===== src/rtl/vedic_mac16.sv =====
// Pipelined unsigned multiply-accumulate stage with a vedic 16x16 multiplier.
// Packets are delimited by a last flag; one accumulated result is emitted per packet.

module vedic_2x2 (
  input  logic [1:0] a,
  input  logic [1:0] b,
  output logic [3:0] c
);
  logic pp_lo_s;
  logic pp_x0_s;
  logic pp_x1_s;
  logic pp_hi_s;
  logic carry_s;

  assign pp_lo_s = a[0] & b[0];
  assign pp_x0_s = a[1] & b[0];
  assign pp_x1_s = a[0] & b[1];
  assign pp_hi_s = a[1] & b[1];
  assign carry_s = pp_x0_s & pp_x1_s;

  assign c[0] = pp_lo_s;
  assign c[1] = pp_x0_s ^ pp_x1_s;
  assign c[2] = pp_hi_s ^ carry_s;
  assign c[3] = pp_hi_s & carry_s;
endmodule

module vedic_4x4 (
  input  logic [3:0] a,
  input  logic [3:0] b,
  output logic [7:0] c
);
  logic [3:0] q_ll_s;
  logic [3:0] q_hl_s;
  logic [3:0] q_lh_s;
  logic [3:0] q_hh_s;
  logic [4:0] mid_s;
  logic [7:0] mid_ext_s;

  vedic_2x2 u_ll (.a(a[1:0]), .b(b[1:0]), .c(q_ll_s));
  vedic_2x2 u_hl (.a(a[3:2]), .b(b[1:0]), .c(q_hl_s));
  vedic_2x2 u_lh (.a(a[1:0]), .b(b[3:2]), .c(q_lh_s));
  vedic_2x2 u_hh (.a(a[3:2]), .b(b[3:2]), .c(q_hh_s));

  // Cross terms sit at half weight between the low and high products.
  assign mid_s     = {1'b0, q_hl_s} + {1'b0, q_lh_s};
  assign mid_ext_s = {1'b0, mid_s, 2'b00};
  assign c         = {q_hh_s, q_ll_s} + mid_ext_s;
endmodule

module vedic_8x8 (
  input  logic [7:0]  a,
  input  logic [7:0]  b,
  output logic [15:0] c
);
  logic [7:0]  q_ll_s;
  logic [7:0]  q_hl_s;
  logic [7:0]  q_lh_s;
  logic [7:0]  q_hh_s;
  logic [8:0]  mid_s;
  logic [15:0] mid_ext_s;

  vedic_4x4 u_ll (.a(a[3:0]), .b(b[3:0]), .c(q_ll_s));
  vedic_4x4 u_hl (.a(a[7:4]), .b(b[3:0]), .c(q_hl_s));
  vedic_4x4 u_lh (.a(a[3:0]), .b(b[7:4]), .c(q_lh_s));
  vedic_4x4 u_hh (.a(a[7:4]), .b(b[7:4]), .c(q_hh_s));

  assign mid_s     = {1'b0, q_hl_s} + {1'b0, q_lh_s};
  assign mid_ext_s = {3'b000, mid_s, 4'h0};
  assign c         = {q_hh_s, q_ll_s} + mid_ext_s;
endmodule

module vedic_16x16 (
  input  logic [15:0] a,
  input  logic [15:0] b,
  output logic [31:0] c
);
  logic [15:0] q_ll_s;
  logic [15:0] q_hl_s;
  logic [15:0] q_lh_s;
  logic [15:0] q_hh_s;
  logic [16:0] mid_s;
  logic [31:0] mid_ext_s;

  vedic_8x8 u_ll (.a(a[7:0]),  .b(b[7:0]),  .c(q_ll_s));
  vedic_8x8 u_hl (.a(a[15:8]), .b(b[7:0]),  .c(q_hl_s));
  vedic_8x8 u_lh (.a(a[7:0]),  .b(b[15:8]), .c(q_lh_s));
  vedic_8x8 u_hh (.a(a[15:8]), .b(b[15:8]), .c(q_hh_s));

  assign mid_s     = {1'b0, q_hl_s} + {1'b0, q_lh_s};
  assign mid_ext_s = {7'd0, mid_s, 8'd0};
  assign c         = {q_hh_s, q_ll_s} + mid_ext_s;
endmodule

module vedic_mac16 #(
  parameter int ACC_W = 40,
  parameter int CNT_W = 8
) (
  input  logic             clk,
  input  logic             rst,
  input  logic             in_valid,
  output logic             in_ready,
  input  logic [15:0]      in_a,
  input  logic [15:0]      in_b,
  input  logic             in_last,
  output logic             out_valid,
  input  logic             out_ready,
  output logic [ACC_W-1:0] out_acc,
  output logic [CNT_W-1:0] out_count,
  output logic             out_ovf
);
  logic             en_s;
  logic             accept_s;
  logic             s1_valid_r;
  logic [15:0]      s1_a_r;
  logic [15:0]      s1_b_r;
  logic             s1_last_r;
  logic [31:0]      prod_s;
  logic             s2_valid_r;
  logic [31:0]      s2_p_r;
  logic             s2_last_r;
  logic [ACC_W-1:0] acc_r;
  logic [CNT_W-1:0] cnt_r;
  logic             ovf_r;
  logic [ACC_W:0]   sum_s;
  logic             ovf_n_s;
  logic [CNT_W-1:0] cnt_n_s;

  // A pending result that downstream refuses freezes every stage at once.
  assign en_s     = ~(out_valid & ~out_ready);
  assign in_ready = en_s & ~rst;
  assign accept_s = in_valid & in_ready;

  // S1 operand capture; bubbles load an invalid slot.
  always_ff @(posedge clk or posedge rst) begin
    if (rst) begin
      s1_valid_r <= 1'b0;
      s1_a_r     <= 16'd0;
      s1_b_r     <= 16'd0;
      s1_last_r  <= 1'b0;
    end else if (en_s) begin
      s1_valid_r <= accept_s;
      if (accept_s) begin
        s1_a_r    <= in_a;
        s1_b_r    <= in_b;
        s1_last_r <= in_last;
      end
    end
  end

  vedic_16x16 u_mul (.a(s1_a_r), .b(s1_b_r), .c(prod_s));

  // S2 product register.
  always_ff @(posedge clk or posedge rst) begin
    if (rst) begin
      s2_valid_r <= 1'b0;
      s2_p_r     <= 32'd0;
      s2_last_r  <= 1'b0;
    end else if (en_s) begin
      s2_valid_r <= s1_valid_r;
      s2_p_r     <= prod_s;
      s2_last_r  <= s1_last_r;
    end
  end

  // S3 next-state arithmetic: one extra bit catches the carry out of the accumulator.
  always_comb begin
    sum_s   = {1'b0, acc_r} + {{(ACC_W-31){1'b0}}, s2_p_r};
    ovf_n_s = ovf_r | sum_s[ACC_W];
    if (cnt_r == {CNT_W{1'b1}}) begin
      cnt_n_s = cnt_r;
    end else begin
      cnt_n_s = cnt_r + {{(CNT_W-1){1'b0}}, 1'b1};
    end
  end

  // S3 accumulate / emit; a last beat hands off and clears in the same edge.
  always_ff @(posedge clk or posedge rst) begin
    if (rst) begin
      acc_r     <= {ACC_W{1'b0}};
      cnt_r     <= {CNT_W{1'b0}};
      ovf_r     <= 1'b0;
      out_valid <= 1'b0;
      out_acc   <= {ACC_W{1'b0}};
      out_count <= {CNT_W{1'b0}};
      out_ovf   <= 1'b0;
    end else if (en_s) begin
      if (s2_valid_r) begin
        if (s2_last_r) begin
          out_acc   <= sum_s[ACC_W-1:0];
          out_ovf   <= ovf_n_s;
          out_count <= cnt_n_s;
          out_valid <= 1'b1;
          acc_r     <= {ACC_W{1'b0}};
          cnt_r     <= {CNT_W{1'b0}};
          ovf_r     <= 1'b0;
        end else begin
          acc_r     <= sum_s[ACC_W-1:0];
          cnt_r     <= cnt_n_s;
          ovf_r     <= ovf_n_s;
          out_valid <= 1'b0;
        end
      end else begin
        out_valid <= 1'b0;
      end
    end
  end
endmodule


===== config.mk =====
export PLATFORM = sky130hd
export DESIGN_NAME = vedic_mac16
export DESIGN_NICKNAME = d
export VERILOG_FILES = /design/src/rtl/vedic_mac16.sv
export SDC_FILE = /design/constraint.sdc
export NUM_CORES = 1
export LEC_CHECK = 0
export BUFFER_PORTS_ARGS = -buffer_cell sky130_fd_sc_hd__buf_4
export CORE_UTILIZATION = 45
export CTS_BUF_LIST = sky130_fd_sc_hd__clkbuf_4 sky130_fd_sc_hd__clkbuf_8 sky130_fd_sc_hd__clkbuf_16
export DETAILED_ROUTE_END_ITERATION = 7
export GPL_TIMING_DRIVEN = 0
export HOLD_SLACK_MARGIN = 0.02
export PLACE_DENSITY = 0.63
export SETUP_SLACK_MARGIN = 0.5
export SYNTH_ARGS = -nofsm -noshare
export SYNTH_HDL_FRONTEND = slang
export SYNTH_HIERARCHICAL = 1
export SYNTH_SLANG_ARGS = --single-unit

===== constraint.sdc =====
create_clock -name clk -period 19.6 [get_ports clk]
set_input_delay 0.98 -clock clk [delete_from_list [all_inputs] [get_ports clk]]
set_output_delay 0.98 -clock clk [all_outputs]
set_load 0.03 [all_outputs]

# ---- Word-level counts from Yosys, hierarchy flattened
# Cells that the tools add are included.
# W data, S select, Z words.
dict set report classes {
  addsub 44
  n_mul 0
  div 0
  order_cmp 0
  eq_ne 1
  shifts 0
  muxes 6
  bitwise 519
  reduce_logical 3
}
# operator n
set ops {}
lappend ops {{$and A1 B1 Y1} 387}
lappend ops {{$add A8 B7 Y8} 16}
lappend ops {{$xor A1 B1 Y1} 128}
lappend ops {{$add A4 B4 Y5} 16}
lappend ops {{$add A16 B13 Y16} 4}
lappend ops {{$add A40 B32 Y41} 1}
lappend ops {{$mux W40} 1}
lappend ops {{$add A8 B8 Y9} 4}
lappend ops {{$add A32 B25 Y32} 1}
lappend ops {{$add A16 B16 Y17} 1}
lappend ops {{$mux W8} 2}
lappend ops {{$add A8 B1 Y8 const B} 1}
lappend ops {{$eq A8 B8 Y1 const B} 1}
lappend ops {{$reduce_and A2 Y1} 2}
lappend ops {{$mux W1} 3}
lappend ops {{$not A1 Y1} 3}
lappend ops {{$reduce_and A3 Y1} 1}
lappend ops {{$or A1 B1 Y1} 1}
dict set report word_totals {
  register_bits 167
  latchBits 0
  ram_bits 0
  romBits 0
  in_bits 37
  n_memories 0
}

# ---- Longest topological paths before layout
# Gate-level depths: netlist (run 1).
dict set report depth {
  depth_word 9
  depth_mapped 36
  mapped_depth_nobuf 35
}

# ---- Hierarchy
# Netlist (run 1), hierarchy kept.
# module instances cells_per_inst area_each_um2 seq_area_each_um2
set modules_own_cells {}
lappend modules_own_cells {vedic_mac16 1 877 8504.4 4179.0}
lappend modules_own_cells {vedic_4x4 16 34 311.5 0.0}
lappend modules_own_cells {vedic_2x2 64 7 57.6 0.0}
lappend modules_own_cells {{vedic_8x8 at u_mul.u_hh ...} 3 95 762.0 0.0}
lappend modules_own_cells {vedic_16x16 1 256 1863.0 0.0}
lappend modules_own_cells {{vedic_8x8 at u_mul.u_lh} 1 97 743.2 0.0}

# ---- Least setup slack after synthesis (run 1)
# Ideal clock, no wire load.
dict set report synth_path {
  kind {flip-flop to flip-flop}
  from {register s1_a_r[15]}
  to {register s2_p_r[28]}
  setup_ns 0.065
  arrival_ns 6.480
  required_time_ns 19.535
  slack_ns 13.055
  stages_incl_launch_ff 35
  path_buffers 1
  path_cell_list {dfrtp_1 -> and2_1 -> ha_1 -> fa_1 -> inv_1 -> fa_1 -> xnor2_1 -> ha_1 -> nand3_1 -> o211ai_1 -> nor4_1 -> nor3_1 -> xor2_1 -> ha_1 -> a21oi_1 -> o21ai_0 -> and3_1 -> nor2_1 -> ha_1 -> clkbuf_1 -> a21o_1 -> a21oi_1 -> nor2_1 -> nor2_1 -> o21ai_0 -> xor2_1 -> ha_1 -> a21o_1 -> a21oi_1 -> nand2b_1 -> o2111ai_1 -> o2111ai_1 -> xnor2_1 -> nand2_1 -> nand2_1}
}
dict set report synth_between {
  elab_cells_between_ends 55
}
# item line_no
set synth_lines {}
lappend synth_lines {{from (decl)} 114} ;# logic [15:0] s1_a_r;
lappend synth_lines {{from (signal assigned)} 143} ;# s1_a_r <= in_a;
lappend synth_lines {{$and A1 B1 Y1} 16} ;# assign pp_x0_s = a[1] & b[0];
lappend synth_lines {{$xor A1 B1 Y1} 22} ;# assign c[1] = pp_x0_s ^ pp_x1_s;
lappend synth_lines {{via u_mul.u_hl.u_hl.q_hl_s[1]} 33} ;# logic [3:0] q_hl_s;
lappend synth_lines {{$add A4 B4 Y5} 45} ;# assign mid_s = {1'b0, q_hl_s} + {1'b0, q_lh_s};
lappend synth_lines {{$add A8 B7 Y8} 47} ;# assign c = {q_hh_s, q_ll_s} + mid_ext_s;
lappend synth_lines {{via u_mul.u_hl.q_hl_s[4]} 56} ;# logic [7:0] q_hl_s;
lappend synth_lines {{$add A8 B8 Y9} 67} ;# assign mid_s = {1'b0, q_hl_s} + {1'b0, q_lh_s};
lappend synth_lines {{$add A16 B13 Y16} 69} ;# assign c = {q_hh_s, q_ll_s} + mid_ext_s;
lappend synth_lines {{via u_mul.q_hl_s[12]} 78} ;# logic [15:0] q_hl_s;
lappend synth_lines {{$add A16 B16 Y17} 89} ;# assign mid_s = {1'b0, q_hl_s} + {1'b0, q_lh_s};
lappend synth_lines {{$add A32 B25 Y32} 91} ;# assign c = {q_hh_s, q_ll_s} + mid_ext_s;
lappend synth_lines {{via prod_s[28]} 117} ;# logic [31:0] prod_s;
lappend synth_lines {{to (signal assigned)} 160} ;# s2_p_r <= prod_s;
lappend synth_lines {{to (decl)} 119} ;# logic [31:0] s2_p_r;
# The timed path passes the listed nets, and every way through them passes these cells.
# A chain may end at the register's enable or synchronous reset.

# ---- Final worst setup path (run 1)
dict set report layout_path {
  from {register s1_a_r[6]}
  to {register s2_p_r[30]}
}
dict set report layout_between {
  elab_cells_between_ends 62
}
# item line_no
set layout_lines {}
lappend layout_lines {{$and A1 B1 Y1} 17} ;# assign pp_x1_s = a[0] & b[1];
lappend layout_lines {{$xor A1 B1 Y1} 22}
lappend layout_lines {{via u_mul.u_lh.u_hl.q_hl_s[1]} 33}
lappend layout_lines {{$add A4 B4 Y5} 45}
lappend layout_lines {{$add A8 B7 Y8} 47}
lappend layout_lines {{via u_mul.u_lh.q_hl_s[4]} 56}
lappend layout_lines {{$add A8 B8 Y9} 67}
lappend layout_lines {{$add A16 B13 Y16} 69}
lappend layout_lines {{via u_mul.q_lh_s[12]} 79} ;# logic [15:0] q_lh_s;
lappend layout_lines {{$add A16 B16 Y17} 89}
lappend layout_lines {{$add A32 B25 Y32} 91}
lappend layout_lines {{via prod_s[30]} 117}
# The timed path passes the listed nets, and every way through them passes these cells.

==> metrics.md, run 1 <==
| Metric | Value |
|---|---|
| Outcome | `finished, final reports clean` |
| Clk_skew | `0.0183 ns` |
| GP Congestion | `0.893` |
| ANT nets after route | `0` |
| Fin crit period | `7.84 ns` |
| Synthesized area | `22100 µm²` |
| Sum Neg Setup Slack | `0 ns` |
| CTS resizes | `0` |
| Post-CTS Hold Buffers | `0` |
| Final period utilization | `40.0%` |
| Dominant synthesized flop cell | `dfrtp_1` |
| CP Capture Type | `flop` |
| Count of final hold-check violations | `0` |
| Max stage delay cell, worst path | `dfrtp_1` |
| Routed WL per cell | `16.5 µm` |
| Worst-path maximum fanout | `17` |
| Share of layout cells above drive strength 1 | `13.1%` |
| Initial antenna violation count | `0` |
| Final instance area | `24100 µm²` |
| Total setup buffers inserted after CTS | `0` |
| Cts bufs inserted | `17` |
| CTS tree | `done` |
| First-pass GRT wire length | `90.6 mm` |
| Post-synth EDFFs | `0` |
| Syn. warnings | `6` |
| Root Driver | `clkbuf_16` |
| Hold Crit Class | `reg2reg` |
| Initial Util | `45.9%` |
| Port Buffer Count | `87` |
| Pre-antenna DRT Iters | `5` |
| Post-synthesis sequential area ratio | `18.9%` |
| WHS | `0.476 ns` |
| Die width | `223 µm` |
| Pin count of the biggest net entering global routing | `107` |
| Syn Inst Count | `2507` |
| CP Class | `reg2reg` |
| Worst EP arrival | `8.26 ns` |
| Grt ovf | `0` |
| Register bit count reported by yosys | `167` |
| Die Area | `49900 µm²` |
| Layout net count | `3111` |
| Max Fclk | `0.128 GHz` |
| Count of cell types in the netlist | `87` |
| Max_slew headroom | `32.9%` |
| Clock Tree Buf Depth | `2` |
| Area delta synth->final | `9.32%` |
| Number of global-route vias before repair | `18300` |
| Gr usage total | `22.3%` |
| Syn_nets | `3004` |
| DRT Wirelength | `53.6 mm` |
| Vias per cell | `5.50` |
| Dpl cell area | `23500 µm²` |
| Most frequent CP cell | `ha_1` |
| Clk pin slew, worst setup/hold paths | `0.07 ns` |
| Least-Margin Pin Slew | `1.01 ns` |
| Crit path required time | `20.02 ns` |
| Ys async rst share | `100%` |
| CTS sink count | `167` |
| Final Max Slew Viols | `0` |
| Die height | `223 µm` |
| Slowest cell delay on critical path | `0.87 ns` |
| Mean Syn Cell Area | `8.80 µm²` |
| DRC viols | `0` |
| Rows | `80` |
| Clock latency on the worst-skew pair | `0.49 ns` |
| Setup crit start kind | `flop` |
| Via count | `17900` |
| I/O pin cnt | `88` |
| DRT iter0 DRCs | `872` |
| RSZ-0062 raised after global routing | `no` |
| CTS H-tree lvls | `4` |
| Setup-failing EPs final | `0` |
| DP HPWL | `42.4 mm` |
| Max-Cap Viols | `0` |
| Core Box Area | `48000 µm²` |
[synth_stat cells (all sizes together) (4+ instances only)]
| master | number | area, µm² |
|---|---|---|
| a2111oi | 4 | 60.1 |
| a211oi | 43 | 448 |
| a21o | 125 | 963 |
| a21oi | 164 | 907 |
| a22o | 11 | 97.6 |
| a311oi | 5 | 50.0 |
| a31oi | 10 | 68.8 |
| a41oi | 5 | 66.3 |
| and2 | 262 | 1640 |
| and3 | 17 | 106 |
| and4 | 4 | 35.0 |
| buf | 76 | 569 |
| clkbuf | 38 | 143 |
| dfrtp | 167 | 4180 |
| fa | 43 | 861 |
| ha | 417 | 5220 |
| inv | 130 | 488 |
| mux2 | 38 | 432 |
| nand2 | 257 | 970 |
| nand2b | 12 | 75.1 |
| nand3 | 31 | 155 |
| nand4 | 13 | 81.3 |
| nor2 | 84 | 323 |
| nor2b | 12 | 75.1 |
| nor3 | 27 | 135 |
| nor3b | 4 | 35.0 |
| nor4 | 10 | 62.6 |
| o2111ai | 8 | 88.8 |
| o211ai | 21 | 208 |
| o21a | 11 | 82.6 |
| o21ai | 141 | 724 |
| o21bai | 28 | 210 |
| o311ai | 4 | 35.0 |
| o31ai | 16 | 139 |
| o41ai | 4 | 35.0 |
| or3 | 10 | 62.6 |
| xnor2 | 156 | 1370 |
| xor2 | 67 | 587 |
[cell families after synthesis]
kind of cell	share of synthesized area, %
xor+xnor	8.85
simple gates	17.2
fa+ha+maj	27.5
flops	18.9
buf+inv	5.46
mux	2.09
compound gates	19.9
[registers in the layout, summed over array words and instances (netlist names)]
register    cells
out_valid       1
ovf_r           1
s2_p_r         32
out_count       8
cnt_r           8
s2_last_r       1
out_acc        40
acc_r          40
out_ovf         1
s1_last_r       1
s1_valid_r      1
s1_a_r         16
s1_b_r         16
s2_valid_r      1
[final cells by class]
class | count | area (µm²)
antenna | 2 | 5.00
buffer | 114 | 712
clock buffer | 17 | 425
clock inverter | 15 | 168
fill | 4587 | 23900
inverter | 131 | 499
multi-input combinational | 2095 | 16700
sequential | 167 | 4180
tap | 615 | 769
timing repair buffer | 88 | 681
[final timing paths]
kind	start	to	slack, ns	depth (start not counted)
worst max-delay path	s1_a_r[6]	s2_p_r[30]	11.76	34
worst min-delay path	s2_p_r[7]	s2_p_r[7]	0.48	2
worst max register to register	s1_a_r[6]	s2_p_r[30]	11.76	34
worst min register to register	s2_p_r[7]	s2_p_r[7]	0.48	2
max in group asynchronous	rst	out_acc[26]	18.17	3
min in group asynchronous	rst	s1_b_r[1]	0.54	2
[critical path: cells and delay by family (launching register included)]
kind | cells | cell delay (ns)
and+or+nand+nor | 11 | 1.47
adders and majority gates | 7 | 2.61
buffers and inverters | 2 | 0.27
DFF | 1 | 0.87
xor gates and xnor gates | 3 | 0.56
AOI/OAI and AO/OA | 11 | 1.97
[layer usage]
metal | part of all wire (%) | vias to the layer above | track usage (%) | routed length (µm)
met5 | 0 | - | 0 | 0
met4 | 1.3 | 0 | 5.13 | 716
met3 | 2.8 | 42 | 2.38 | 1480
met2 | 48 | 259 | 39.7 | 25800
met1 | 48 | 8559 | 28.9 | 25600
li1 | - | 8991 | - | -
[per-stage QoR]
step / instances / setup WS, ns / utilization (%)
floorplan: 2507 / 13.05 / -
global placement: 3209 / 11.13 / 48.9
detailed placement: 3210 / 11.81 / 49.0
CTS: 3242 / 11.74 / 50.2
global route: 3242 / 11.16 / 50.2
finish: 3244 / 11.76 / 50.2
[cell usage in the layout, fill, tap and decap left out, drive strengths merged, types with 28 or more instances in the layout]
cell,synthesis,final
ha,417,417
and2,262,262
nand2,257,257
dfrtp,167,167
buf,76,164
a21oi,164,164
xnor2,156,156
inv,130,141
o21ai,141,141
a21o,125,125
nor2,84,84
xor2,67,67
clkbuf,38,55
fa,43,43
a211oi,43,43
mux2,38,38
nand3,31,31
o21bai,28,28
Power of run 1 is not shown: default switching activity piles up to over one toggle a cycle in this logic, so the estimate is an artifact.
==> inputs of run 2 (changes only) <==
clock period = 7.8 ns   (was 19.6 ns; I/O delays follow)
==> run 2 against run 1 <==
Net effect: sequential share of layout area is 0.59 points lower; flip-flop and latch count unchanged; clock skew fell by 0.00084 ns; register-to-register slack worse by 11 ns; via count up 3.2%; worst setup slack worse by 11 ns; cell count rose by 2.6%; first-iteration DRC count rose by 2.9%; die area unchanged; critical path depth did not move; largest cell class unchanged; highest routed layer is now met5.
==> metrics.md, run 2 (same netlist as run 1, synthesis figures left out) <==
| Metric | Value |
|---|---|
| Dpl cell area | `23500 µm²` |
| Clock Tree Buf Depth | `2` |
| Clk pin slew, worst setup/hold paths | `0.08 ns` |
| Clk_skew | `0.0174 ns` |
| Most frequent cells in the layout | `ha_1, nand2_1, and2_1, buf_4, xnor2_1` |
| Pre-antenna DRT Iters | `5` |
| Grt ovf | `0` |
| Fin crit period | `7.08 ns` |
| Crit path required time | `8.22 ns` |
| Layout net count | `3192` |
| ANT nets after route | `0` |
| Gr usage total | `23.8%` |
| WHS | `0.130 ns` |
| Setup crit start kind | `flop` |
| Pin count of the biggest net entering global routing | `107` |
| Initial Util | `45.9%` |
| Outcome | `finished, final reports clean` |
| Final period utilization | `90.8%` |
| CTS sink count | `167` |
| CP Class | `reg2reg` |
| Hold Crit Class | `in2reg` |
| Count of final hold-check violations | `0` |
| Setup-failing EPs final | `0` |
| Min-delay src | `in_b[8]` |
| Core Box Area | `48000 µm²` |
| Least-Margin Pin Slew | `0.999 ns` |
| Routed WL per cell | `17.7 µm` |
| DRT iter0 DRCs | `897` |
| DRT Wirelength | `58.9 mm` |
| Die Area | `49900 µm²` |
| First-pass GRT wire length | `94.9 mm` |
| Crit. Startpoint | `s1_a_r[4]` |
| Final instance area | `25600 µm²` |
| CTS H-tree lvls | `4` |
| CP endpoint | `s2_p_r[31]` |
| Cts bufs inserted | `17` |
| Sum Neg Setup Slack | `0 ns` |
| Worst EP arrival | `7.50 ns` |
| Vias per cell | `5.54` |
| Clock latency on the worst-skew pair | `0.49 ns` |
| Max-Cap Viols | `0` |
| Share of layout cells above drive strength 1 | `20.3%` |
| RR Endpoint | `s2_p_r[31]` |
| Number of global-route vias before repair | `18700` |
| Worst-path maximum fanout | `7` |
| RR Startpoint | `s1_a_r[4]` |
| GP Congestion | `0.893` |
| R2r setup slk | `0.72 ns` |
| I/O pin cnt | `88` |
| Rows | `80` |
| DRC viols | `0` |
| Slowest cell delay on critical path | `0.57 ns` |
| Fin util | `53.3%` |
| Die width | `223 µm` |
| CP Capture Type | `flop` |
| DP HPWL | `42.4 mm` |
| Final Max Slew Viols | `0` |
| RSZ-0062 raised after global routing | `no` |
| CTS tree | `done` |
| Via count | `18400` |
| Most common cell after layout, fill and taps aside | `ha_1` |
| Most frequent CP cell | `ha_4` |
| Regs by FF count | `acc_r: 40 flops, out_acc: 40 flops, s2_p_r: 32 flops` |
| Max stage delay cell, worst path | `fa_2` |
| Max_slew headroom | `33.4%` |
| Initial antenna violation count | `5` |
| Cells on worst reg2reg path | `34` |
| Port Buffer Count | `87` |
| Root Driver | `clkbuf_16` |
| Max Fclk | `0.141 GHz` |
| Die height | `223 µm` |
| Area delta synth->final | `16.0%` |
==> run 2: critical path, delay by kind of cell (launching register included) <==
| kind | cells | cell delay (ns) |
|---|---|---|
| compound gates | 9 | 1.50 |
| buf+inv | 3 | 0.23 |
| fa+ha+maj | 7 | 2.44 |
| xor+xnor | 4 | 0.72 |
| flops | 1 | 0.56 |
| simple gates | 11 | 1.56 |
==> run 2: cell type report <==
type | instances | area (µm²)
Tap cell | 615 | 769
Multi-Input combinational cell | 2095 | 17400
Timing Repair Buffer | 169 | 1320
Buffer | 114 | 719
Clock buffer | 17 | 425
Sequential cell | 167 | 4280
Fill cell | 4411 | 22500
Antenna cell | 4 | 10.0
Clock inverter | 15 | 168
Inverter | 131 | 502
==> run 2: per-layer routing <==
layer  up-vias  GRT usage, %  wire, µm
met2       322          41.4     27800
met3        80          3.60      2700
met4         2          6.19      1310
met1      8864          30.5     27000
met5         -             0        13
li1       9151             -         -
==> run 2: how the worst min path moves through the flow <==
stage | end | slack [ns] | depth (start not counted)
3_5_place_dp | s2_p_r[7] | 0.46 | 2
3_3_place_gp | s2_last_r | 0.45 | 2
4_1_cts | s1_b_r[10] | 0.09 | 2
2_1_floorplan | acc_r[0] | 0.44 | 2
5_1_grt | s1_b_r[8] | 0.11 | 2
6_report | s1_b_r[8] | 0.13 | 2
==> run 2: per-stage QoR <==
step,setup WS (ns),instances
CTS,0.502,3300
global route,0.433,3323
global placement,-0.0801,3209
detailed placement,0.00997,3210
floorplan,1.25,2507
finish,0.716,3327
==> run 2: repair_timing <==
action                                  CTS  global route
endpoints found under the hold margin    61             0
setup buffers                            57            23
resized for setup                        65           125
hold buffers                              1             0
endpoints found under the setup margin   10            10
pin swaps                                16            60
Power of run 2 is left out for the same reason.
==> inputs of run 3 (changes only) <==
PLACE_DENSITY = 0.7   (was 0.63)
==> run 3 against run 2 <==
Net effect: clock skew fell by 0.0028 ns; die area did not move; critical path type unchanged; maximum frequency is 0.88% lower; flip-flop and latch count did not move; register-to-register slack got worse by 0.06 ns; worst setup slack lost 0.063 ns; first-iteration DRC count is 26% higher; non-clock buffer count is the same; sequential share of layout area grew 0.096 points.
==> metrics.md, run 3 (same netlist as run 1, synthesis figures left out) <==
| Metric | Value |
|---|---|
| Core Box Area | `48000 µm²` |
| Clock latency on the worst-skew pair | `0.48 ns` |
| Worst-path maximum fanout | `5` |
| Via count | `18800` |
| Least-Margin Pin Slew | `0.895 ns` |
| I/O pin cnt | `88` |
| Setup crit start kind | `flop` |
| Routed WL per cell | `17.7 µm` |
| Clk pin slew, worst setup/hold paths | `0.07 ns` |
| Buf/Inv on CP | `2` |
| Final period utilization | `91.6%` |
| Top delay family on crit path | `adder cells` |
| CTS H-tree lvls | `4` |
| GP Congestion | `0.885` |
| Most common cell after layout, fill and taps aside | `ha_1` |
| Die height | `223 µm` |
| DP HPWL | `42.7 mm` |
| DRT Wirelength | `58.7 mm` |
| First-pass GRT wire length | `95.0 mm` |
| DRC viols | `0` |
| Share of layout cells above drive strength 1 | `19.8%` |
| Final Max Slew Viols | `0` |
| Layout net count | `3192` |
| Clk_skew | `0.0147 ns` |
| Hold Crit Class | `in2reg` |
| CP Capture Type | `flop` |
| Root Driver | `clkbuf_16` |
| Max_slew headroom | `40.3%` |
| Port Buffer Count | `87` |
| Gr usage total | `23.6%` |
| CTS tree | `done` |
| RR Startpoint | `s1_a_r[8]` |
| Setup-failing EPs final | `0` |
| Clock Tree Buf Depth | `2` |
| RSZ-0062 raised after global routing | `yes` |
| Initial antenna violation count | `2` |
| Cts bufs inserted | `17` |
| Max-Cap Viols | `0` |
| Area delta synth->final | `14.8%` |
| Dpl cell area | `23500 µm²` |
| Die width | `223 µm` |
| Grt ovf | `0` |
| DRT iter0 DRCs | `1130` |
| Min-delay src | `in_a[3]` |
| Pin count of the biggest net entering global routing | `97` |
| CP Class | `reg2reg` |
| Most frequent cells in the layout | `ha_1, and2_1, nand2_1, buf_4, xnor2_1` |
| Crit. Startpoint | `s1_a_r[8]` |
| Regs by FF count | `acc_r: 40 flops, out_acc: 40 flops, s2_p_r: 32 flops` |
| Fillers | `4381` |
| Outcome | `finished, final reports clean` |
| Fin crit period | `7.15 ns` |
| Max stage delay cell, worst path | `dfrtp_4` |
| CTS sink count | `167` |
| Rows | `80` |
| Pre-antenna DRT Iters | `6` |
| Count of final hold-check violations | `0` |
| Slowest cell delay on critical path | `0.52 ns` |
| Max Fclk | `0.140 GHz` |
| Crit path required time | `8.21 ns` |
| Initial Util | `45.9%` |
| Die Area | `49900 µm²` |
| Worst EP arrival | `7.56 ns` |
| Number of global-route vias before repair | `19200` |
| Final instance area | `25300 µm²` |
| Vias per cell | `5.66` |
| ANT nets after route | `0` |
-- run 3: cell types whose count changed in the layout (fill, tap and decap cells not counted), moves of 5 or more --
cell / delta
a21oi_1: -5
a21oi_2: +5
and2_1: +9
and2_4: -9
dfrtp_2: +7
dfrtp_4: -7
ha_1: +13
ha_4: -13
xor2_1: +5
xor2_2: -5
-- run 3: repair_timing --
item,4_1_cts,5_1_grt
endpoints found under the setup margin,10,10
hold endpoints to repair,72,0
buffers inserted,52,28
gates resized for setup,61,92
hold buffers,1,0
pin swaps,16,61
gates cloned,0,0
-- run 3: layer usage --
| layer | global-route usage, % | part of all wire (%) | vias up |
|---|---|---|---|
| met1 | 28.6 | 44 | 9005 |
| met2 | 41.4 | 48 | 496 |
| met3 | 3.29 | 4.1 | 143 |
| met4 | 10.1 | 4.0 | 0 |
| li1 | - | - | 9172 |
| met5 | 0 | 0 | - |
-- run 3: worst register-to-register path: cells and delay by family (launching register included) --
kind	cells	cell delay, ns
fa+ha+maj	7	2.48
compound gates	11	1.94
simple gates	9	1.06
xor+xnor	5	0.90
flops	1	0.52
buf+inv	2	0.21
-- run 3: path summary, 6_finish.rpt --
| check | slack, ns | to | cells past startpoint |
|---|---|---|---|
| worst max-delay path | 0.65 | s2_p_r[31] | 34 |
| worst min-delay path | 0.14 | s1_a_r[3] | 2 |
| worst max register to register | 0.65 | s2_p_r[31] | 34 |
| worst min register to register | 0.48 | out_acc[20] | 2 |
| max in group asynchronous | 6.39 | out_acc[26] | 4 |
| min in group asynchronous | 0.55 | s2_p_r[2] | 3 |
-- run 3: stage by stage --
| stage | setup TNS (ns) | hold WS, ns | setup WS, ns | std cells | utilization [%] |
|---|---|---|---|---|---|
| after detailed placement | -0.630 | 0.465 | -0.231 | 3210 | 49.0 |
| after CTS | 0 | 0.101 | 0.530 | 3295 | 51.3 |
| after global routing | 0 | 0.132 | 0.342 | 3323 | 52.7 |
| after global placement | -0.175 | 0.457 | -0.0172 | 3209 | 48.9 |
| after floorplan | 0 | 0.443 | 1.25 | 2507 | - |
| final | 0 | 0.144 | 0.653 | 3324 | 52.7 |
-- run 3: layout make-up --
type | instances | area, µm² | share of cell area (%)
Clock inverter | 11 | 118 | 0.464
Antenna cell | 1 | 2.50 | 0.00988
Timing Repair Buffer | 169 | 1300 | 5.12
Multi-Input combinational cell | 2095 | 17200 | 67.9
Buffer | 114 | 719 | 2.84
Inverter | 131 | 499 | 1.97
Clock buffer | 21 | 468 | 1.85
Sequential cell | 167 | 4260 | 16.8
Tap cell | 615 | 769 | 3.04
Power of run 3 is left out for the same reason.
